File: src/rtl/mips_seq_divider_if.sv
// Handshake and operand/result bundle between the control FSM and the sequential divider.
interface mips_seq_divider_if #(
    parameter int unsigned WIDTH = 32
);
    logic             start;
    logic             sign_ctrl;
    logic [WIDTH-1:0] dividend;
    logic [WIDTH-1:0] divisor;
    logic             busy;
    logic             done;
    logic [WIDTH-1:0] quotient;
    logic [WIDTH-1:0] remainder;
    logic             div_by_zero;
    logic             overflow;

    modport master (
        output start, sign_ctrl, dividend, divisor,
        input  busy, done, quotient, remainder, div_by_zero, overflow
    );

    modport slave (
        input  start, sign_ctrl, dividend, divisor,
        output busy, done, quotient, remainder, div_by_zero, overflow
    );
endinterface

File: src/rtl/mips_seq_divider.sv
// Multi-cycle restoring divider for DIV/DIVU: one quotient bit per clock,
// quotient -> LO, remainder -> HI, sign fix-up in a dedicated final cycle.
module mips_seq_divider #(
    parameter int unsigned WIDTH = 32
) (
    input  logic                   clk,
    input  logic                   rst_n,
    mips_seq_divider_if.slave      bus
);

    localparam int unsigned CNT_W = $clog2(WIDTH);
    localparam logic [CNT_W-1:0] CNT_LAST = CNT_W'(WIDTH - 1);
    localparam logic [WIDTH-1:0] MOST_NEG = {1'b1, {(WIDTH-1){1'b0}}};
    localparam logic [WIDTH-1:0] ALL_ONES = {WIDTH{1'b1}};

    typedef enum logic [1:0] {
        S_IDLE = 2'd0,
        S_CALC = 2'd1,
        S_FIX  = 2'd2,
        S_DONE = 2'd3
    } state_t;

    state_t           state;
    state_t           state_nx;
    logic             accept_c;
    logic             zero_div_c;
    logic             busy_nx;
    logic             done_nx;

    logic [CNT_W-1:0] cnt;
    logic [WIDTH-1:0] rem_w;
    logic [WIDTH-1:0] quo_w;
    logic [WIDTH-1:0] dvs_mag;
    logic             sign_q;
    logic             sign_r;
    logic             dbz_pend;
    logic             ovf_pend;

    logic [WIDTH:0]   rem_sh_c;
    logic             trial_ok_c;
    logic [WIDTH-1:0] rem_next_c;
    logic [WIDTH-1:0] q_fix_c;
    logic [WIDTH-1:0] r_fix_c;

    function automatic logic [WIDTH-1:0] neg(input logic [WIDTH-1:0] x);
        return ~x + WIDTH'(1);
    endfunction

    // A start is only honoured when no division is in flight.
    assign accept_c   = bus.start && ((state == S_IDLE) || (state == S_DONE));
    assign zero_div_c = (bus.divisor == '0);

    // State register.
    always_ff @(posedge clk or negedge rst_n) begin
        if (!rst_n) begin
            state <= S_IDLE;
        end else begin
            state <= state_nx;
        end
    end

    // Next-state logic.
    always_comb begin
        state_nx = state;
        case (state)
            S_IDLE: begin
                if (accept_c) state_nx = zero_div_c ? S_FIX : S_CALC;
            end
            S_CALC: begin
                if (cnt == CNT_LAST) state_nx = S_FIX;
            end
            S_FIX: begin
                state_nx = S_DONE;
            end
            S_DONE: begin
                if (accept_c) state_nx = zero_div_c ? S_FIX : S_CALC;
                else          state_nx = S_IDLE;
            end
            default: begin
                state_nx = S_IDLE;
            end
        endcase
    end

    // Handshake outputs decoded from the upcoming state so the registers line up with it.
    always_comb begin
        busy_nx = 1'b0;
        done_nx = 1'b0;
        case (state_nx)
            S_CALC:  busy_nx = 1'b1;
            S_FIX:   busy_nx = 1'b1;
            S_DONE:  done_nx = 1'b1;
            default: begin
                busy_nx = 1'b0;
                done_nx = 1'b0;
            end
        endcase
    end

    // One restoring step: the shifted partial remainder needs WIDTH+1 bits for large divisors.
    always_comb begin
        rem_sh_c   = {rem_w, quo_w[WIDTH-1]};
        trial_ok_c = (rem_sh_c >= {1'b0, dvs_mag});
        rem_next_c = trial_ok_c ? (rem_sh_c[WIDTH-1:0] - dvs_mag) : rem_sh_c[WIDTH-1:0];
    end

    // Final sign correction; a zero divisor returns the raw dividend kept in quo_w.
    always_comb begin
        q_fix_c = quo_w;
        r_fix_c = rem_w;
        if (dbz_pend) begin
            q_fix_c = ALL_ONES;
            r_fix_c = quo_w;
        end else begin
            if (sign_q) q_fix_c = neg(quo_w);
            if (sign_r) r_fix_c = neg(rem_w);
        end
    end

    // Working registers for the iteration.
    always_ff @(posedge clk or negedge rst_n) begin
        if (!rst_n) begin
            cnt      <= '0;
            rem_w    <= '0;
            quo_w    <= '0;
            dvs_mag  <= '0;
            sign_q   <= 1'b0;
            sign_r   <= 1'b0;
            dbz_pend <= 1'b0;
            ovf_pend <= 1'b0;
        end else if (accept_c) begin
            cnt      <= '0;
            rem_w    <= '0;
            sign_q   <= bus.sign_ctrl & (bus.dividend[WIDTH-1] ^ bus.divisor[WIDTH-1]);
            sign_r   <= bus.sign_ctrl & bus.dividend[WIDTH-1];
            dbz_pend <= zero_div_c;
            ovf_pend <= bus.sign_ctrl && (bus.dividend == MOST_NEG) && (bus.divisor == ALL_ONES);
            dvs_mag  <= (bus.sign_ctrl && bus.divisor[WIDTH-1]) ? neg(bus.divisor) : bus.divisor;
            if (zero_div_c)
                quo_w <= bus.dividend;
            else if (bus.sign_ctrl && bus.dividend[WIDTH-1])
                quo_w <= neg(bus.dividend);
            else
                quo_w <= bus.dividend;
        end else if (state == S_CALC) begin
            cnt   <= cnt + CNT_W'(1);
            rem_w <= rem_next_c;
            quo_w <= {quo_w[WIDTH-2:0], trial_ok_c};
        end
    end

    // Registered outputs; results only change in the fix-up cycle.
    always_ff @(posedge clk or negedge rst_n) begin
        if (!rst_n) begin
            bus.busy        <= 1'b0;
            bus.done        <= 1'b0;
            bus.quotient    <= '0;
            bus.remainder   <= '0;
            bus.div_by_zero <= 1'b0;
            bus.overflow    <= 1'b0;
        end else begin
            bus.busy <= busy_nx;
            bus.done <= done_nx;
            if (accept_c) begin
                bus.div_by_zero <= 1'b0;
                bus.overflow    <= 1'b0;
            end else if (state == S_FIX) begin
                bus.quotient    <= q_fix_c;
                bus.remainder   <= r_fix_c;
                bus.div_by_zero <= dbz_pend;
                bus.overflow    <= ovf_pend;
            end
        end
    end

endmodule

File: src/flat_wrapper.sv
// flat-port wrapper written by rule: the top's interface ports become plain ports
module mips_seq_divider_flat 
#(
    parameter int unsigned WIDTH = 32
)
  (clk, rst_n, bus_start, bus_sign_ctrl, bus_dividend, bus_divisor, bus_busy, bus_done, bus_quotient, bus_remainder, bus_div_by_zero, bus_overflow);
  mips_seq_divider_if #(.WIDTH(WIDTH)) bus_i ();
  input  logic clk;
  input  logic rst_n;
  input wire logic [$bits(bus_i.start)-1:0] bus_start;
  input wire logic [$bits(bus_i.sign_ctrl)-1:0] bus_sign_ctrl;
  input wire logic [$bits(bus_i.dividend)-1:0] bus_dividend;
  input wire logic [$bits(bus_i.divisor)-1:0] bus_divisor;
  output wire logic [$bits(bus_i.busy)-1:0] bus_busy;
  output wire logic [$bits(bus_i.done)-1:0] bus_done;
  output wire logic [$bits(bus_i.quotient)-1:0] bus_quotient;
  output wire logic [$bits(bus_i.remainder)-1:0] bus_remainder;
  output wire logic [$bits(bus_i.div_by_zero)-1:0] bus_div_by_zero;
  output wire logic [$bits(bus_i.overflow)-1:0] bus_overflow;
  assign bus_i.start = bus_start;
  assign bus_i.sign_ctrl = bus_sign_ctrl;
  assign bus_i.dividend = bus_dividend;
  assign bus_i.divisor = bus_divisor;
  assign bus_busy = bus_i.busy;
  assign bus_done = bus_i.done;
  assign bus_quotient = bus_i.quotient;
  assign bus_remainder = bus_i.remainder;
  assign bus_div_by_zero = bus_i.div_by_zero;
  assign bus_overflow = bus_i.overflow;
  mips_seq_divider #(.WIDTH(WIDTH)) u_core (.clk(clk), .rst_n(rst_n), .bus(bus_i));
endmodule
File: config.mk
export PLATFORM = sky130hd
export DESIGN_NAME = mips_seq_divider_flat
export DESIGN_NICKNAME = d
export VERILOG_FILES = /design/src/rtl/mips_seq_divider_if.sv /design/src/rtl/mips_seq_divider.sv /design/src/flat_wrapper.sv
export SDC_FILE = /design/constraint.sdc
export NUM_CORES = 1
export LEC_CHECK = 0
export ABC_AREA = 1
export CAP_MARGIN = 30
export CORE_MARGIN = 10
export CORE_UTILIZATION = 30
export DETAILED_ROUTE_END_ITERATION = 8
export PLACE_DENSITY = 0.55
export REMOVE_ABC_BUFFERS = 1
export SYNTH_ARGS = -nofsm -noshare
export SYNTH_HDL_FRONTEND = slang
export SYNTH_SLANG_ARGS = --single-unit
File: constraint.sdc
create_clock -name clk -period 1.9 [get_ports clk]
set_input_delay 0.38 -clock clk [delete_from_list [all_inputs] [get_ports clk]]
set_output_delay 0.38 -clock clk [all_outputs]
set_load 0.05 [all_outputs]
==> reports/qor_table.md <==
| Metric | Reported | Unit |
|---|---|---|
| Status | finished with violations | - |
| Violations in the final reports | setup timing | - |
| Placed standard-cell area | 19200 | sq um |
| Power per unit of standard cell area | 1850 | nW/um^2 |
| Sequential fraction of the synthesis area | 0.314 | - |
| Max Slew Vio Count | 0 | - |
| Slew HR | 0.674 | - |
| Worst clock skew on the final layout | 17.0 | ps |
| Number of flip-flops and latches in the synthesized netlist | 175 | - |
| Number of enable flip-flop cells after synthesis | 0 | - |
| Final hold violations | 0 | - |
| Number of antenna violations at the first check in global routing | 0 | - |
| Inserted Diodes | 0 | - |
| Fraction of synthesis flops using an asynchronous set or reset pin | 1.00 | - |
| Area grow syn2layout | 57.1 | % |
| Root cell of the clock tree | clkbuf_16 | - |
| Gate Count Post-Synth | 2253 | - |
| Via density | 4.87 | - |
| Final core occ | 0.474 | - |
| Commonest non-fill, non-tap cell in the layout | nand2_1 | - |
| Quantity of I/O buffers inserted on ports | 135 | - |
| Setup TNS | -7000 | ps |
| Max_cap viols | 0 | - |
| Worst flop-to-flop path endpoint | u_core.rem_w[10] | - |
| Number of DRC markers in iteration 0 | 1289 | - |
| Die Y-Extent | 236 | um |
| Reg-to-reg critical path startpoint | u_core.rem_w[25] | - |
| Length in cells of the worst reg-to-reg path | 12 | - |
| Crit path DAT | 2500 | ps |
| Overall die area | 55600 | sq um |
| Effective utilization at floorplan | 0.302 | - |
| Register clock-pin slew on the reported worst setup and hold paths | 80 | ps |
| Latest clock arrival within the worst-skew pair | 470 | ps |
| TritonCTS clock tree | yes | - |
| Wire length of the first global-routing pass | 92.4 | mm |
| Launching element of the worst setup path | u_core.rem_w[25] | - |
| Ports | 136 | - |
| Worst setup margin | -248 | ps |
| Setup repair after global routing missed its margin | true | - |
| Total of warnings raised by yosys | 0 | - |
| Kind of critical path | flip-flop to flip-flop | - |
| Ys flop type | dfrtp_1 | - |
| Maximum buffer depth of the clock tree | 2 | - |
| Count of placed standard cells in the final layout, fillers left out | 3454 | - |
| Via count | 16.8k | - |
| Endpoint kind of the worst setup timing path | flip-flop | - |
| Final global-route overflow total | 0 | - |
| Hold WC Path Type | primary input to async pin | - |
| Area of the core | 46300 | sq um |
| Time the worst path needs with I/O delays and setup | 2150 | ps |
| Slew @ Worst Pin | 483 | ps |
| Average wire per cell in the routed design | 17.7 | um |
| Worst vdd ir | 1020 | uV |
| Design area | 21900 | sq um |
| Static leakage | 11.6 | nW |
| Count of unique library cells instantiated by Yosys | 48 | - |
| Die span in x | 236 | um |
| Clock sinks | 175 | - |
| Critical path endpoint | u_core.rem_w[10] | - |
| Commonest non-fill, non-tap cells in the layout | nand2_1, buf_4, inv_1, nand3_1, dfrtp_1 | - |
| Syn Area/Cell | 6.20 | sq um |
| Reg2Reg Setup Slack | -250 | ps |
| Total routed wirelength | 61.1 | mm |
| Number of setup violations in the final report | 43 | - |
| Post-layout nets | 2946 | - |
| HPWL reported at the end of detailed placement | 48.1 | mm |
| Final GP Congestion | 0.959 | - |
| Vias in the first global route | 16.1k | - |
| Cell Area, Synth | 14000 | sq um |
| Row count | 79 | - |
| Routed Antenna Nets | 0 | - |
| First-pass DRT Iterations | 5 | - |
| CTS H-Tree Depth | 4 | - |
| Biggest fanout along the worst timing path | 12 | - |
| Cells after DPL | 3385 | - |
| Overall track demand over capacity in global routing | 0.209 | - |
| Number of clock buffers inserted by TritonCTS | 17 | - |
| Fraction of final layout cells with drive strength greater than 1 | 0.350 | - |
| Pin count of the biggest net entering global routing | 60 | - |
| Critical Path Start Type | flip-flop | - |
| Drt drc | 0 | - |
| Worst endpoint required time | 2250 | ps |
| Share of the clock period used by the worst path after layout | 1.13 | - |
| Highest Clock Rate | 0.465 | GHz |
==> registers in the layout, summed over array words and instances (netlist names), 2 cells and up <==
name / cells
u_core.quo_w: 32
u_core.bus.remainder: 32
u_core.cnt: 5
u_core.state: 2
u_core.rem_w: 32
u_core.dvs_mag: 32
u_core.bus.quotient: 32
==> power breakdown <==
group | total [W] | internal [W] | switching, W
registers | 0.00672 | 0.00527 | 0.00145
logic | 0.0305 | 0.0126 | 0.0179
clock network | 0.00338 | 0.00172 | 0.00166
total | 0.0406 | 0.0196 | 0.0210
==> stage by stage <==
| stage | hold WS (ps) | total power (W) | setup slack [ps] |
|---|---|---|---|
| 6_report | 424 | 0.0406 | -248 |
| 2_1_floorplan | 84.4 | 0.0192 | -3530 |
| 3_3_place_gp | 344 | 0.0312 | -588 |
| 5_1_grt | 454 | 0.0435 | -334 |
| 4_1_cts | 406 | 0.0361 | -236 |
| 3_5_place_dp | 347 | 0.0313 | -593 |
==> worst min path at each step <==
| stage | from | endpoint | slack [ps] | cells past startpoint |
|---|---|---|---|---|
| floorplan | rst_n | u_core.bus.busy | 80 | 0 |
| global placement | rst_n | u_core.bus.done | 340 | 1 |
| detailed placement | rst_n | u_core.bus.done | 350 | 1 |
| CTS | rst_n | u_core.bus.remainder[7] | 410 | 2 |
| global route | rst_n | u_core.bus.remainder[7] | 450 | 2 |
| finish | rst_n | u_core.bus.remainder[7] | 420 | 2 |
==> cell usage after synthesis, drive strengths merged (2+ instances only) <==
cell / count / area share
xnor2: 17 / 0.011
inv: 337 / 0.091
a31o: 2 / 0.0013
a31oi: 10 / 0.0045
or2: 7 / 0.0031
clkinv: 3 / 0.00081
xor2: 20 / 0.013
o221ai: 4 / 0.0025
nor3: 29 / 0.010
and2: 11 / 0.0049
nor2: 212 / 0.061
nand4: 37 / 0.019
o32ai: 2 / 0.0013
buf: 28 / 0.011
o22ai: 18 / 0.0081
o31ai: 2 / 0.0011
nor4: 4 / 0.0018
o21bai: 9 / 0.0048
nand3: 269 / 0.10
nand2: 762 / 0.21
nor3b: 2 / 0.0011
dfrtp: 175 / 0.31
ha: 43 / 0.039
nand3b: 8 / 0.0043
o21ai: 118 / 0.043
a21oi: 73 / 0.027
clkbuf: 40 / 0.011
o211ai: 5 / 0.0027
==> final cells by class <==
cell class                 instances  area [sq um]
timing repair buffer             629          5220
fill                            4683         24300
multi-input combinational       1671          9750
clock inverter                    11          85.1
tap                              607           759
inverter                         340          1290
clock buffer                      21           450
sequential                       175          4390
==> cell families (layout without fill, tap and decap cells) <==
family | count (synthesis) | in the layout | synth area share
AO/OA/AOI/OAI | 248 | 248 | 0.0985
flip-flops | 175 | 175 | 0.314
XOR/XNOR | 37 | 37 | 0.0232
AND/OR/NAND/NOR | 1341 | 1342 | 0.411
buffers and inverters | 408 | 1001 | 0.113
adder cells (fa/ha/maj) | 44 | 44 | 0.0400
==> per-layer routing <==
layer	up-vias	GRT usage	wire length, um
met3	64	0.0224	2520
met2	417	0.337	28400
met4	0	0.0666	1580
li1	8333	-	-
met1	8010	0.287	28600
met5	-	0	0
==> what timing repair did <==
item	4_1_cts	5_1_grt
resized for setup	114	387
pin swaps	6	92
setup buffers	2	35
gates cloned	0	3
setup endpoints to repair	61	118
endpoints found under the hold margin	33	0
hold buffers	1	0
==> critical path, cell delays in order, from the launching register on <==
cell and delay, ps:
dfrtp_1 430, ha_4 280, nand2_2 70, nand2_2 50, nand2_2 80, nand3_4 80, a21oi_4 170, nand2_2 80
nor2_4 290, clkbuf_16 250, nand3_1 110, nand3_2 90, nand2_1 50
Power figures use the tool's default switching activity.
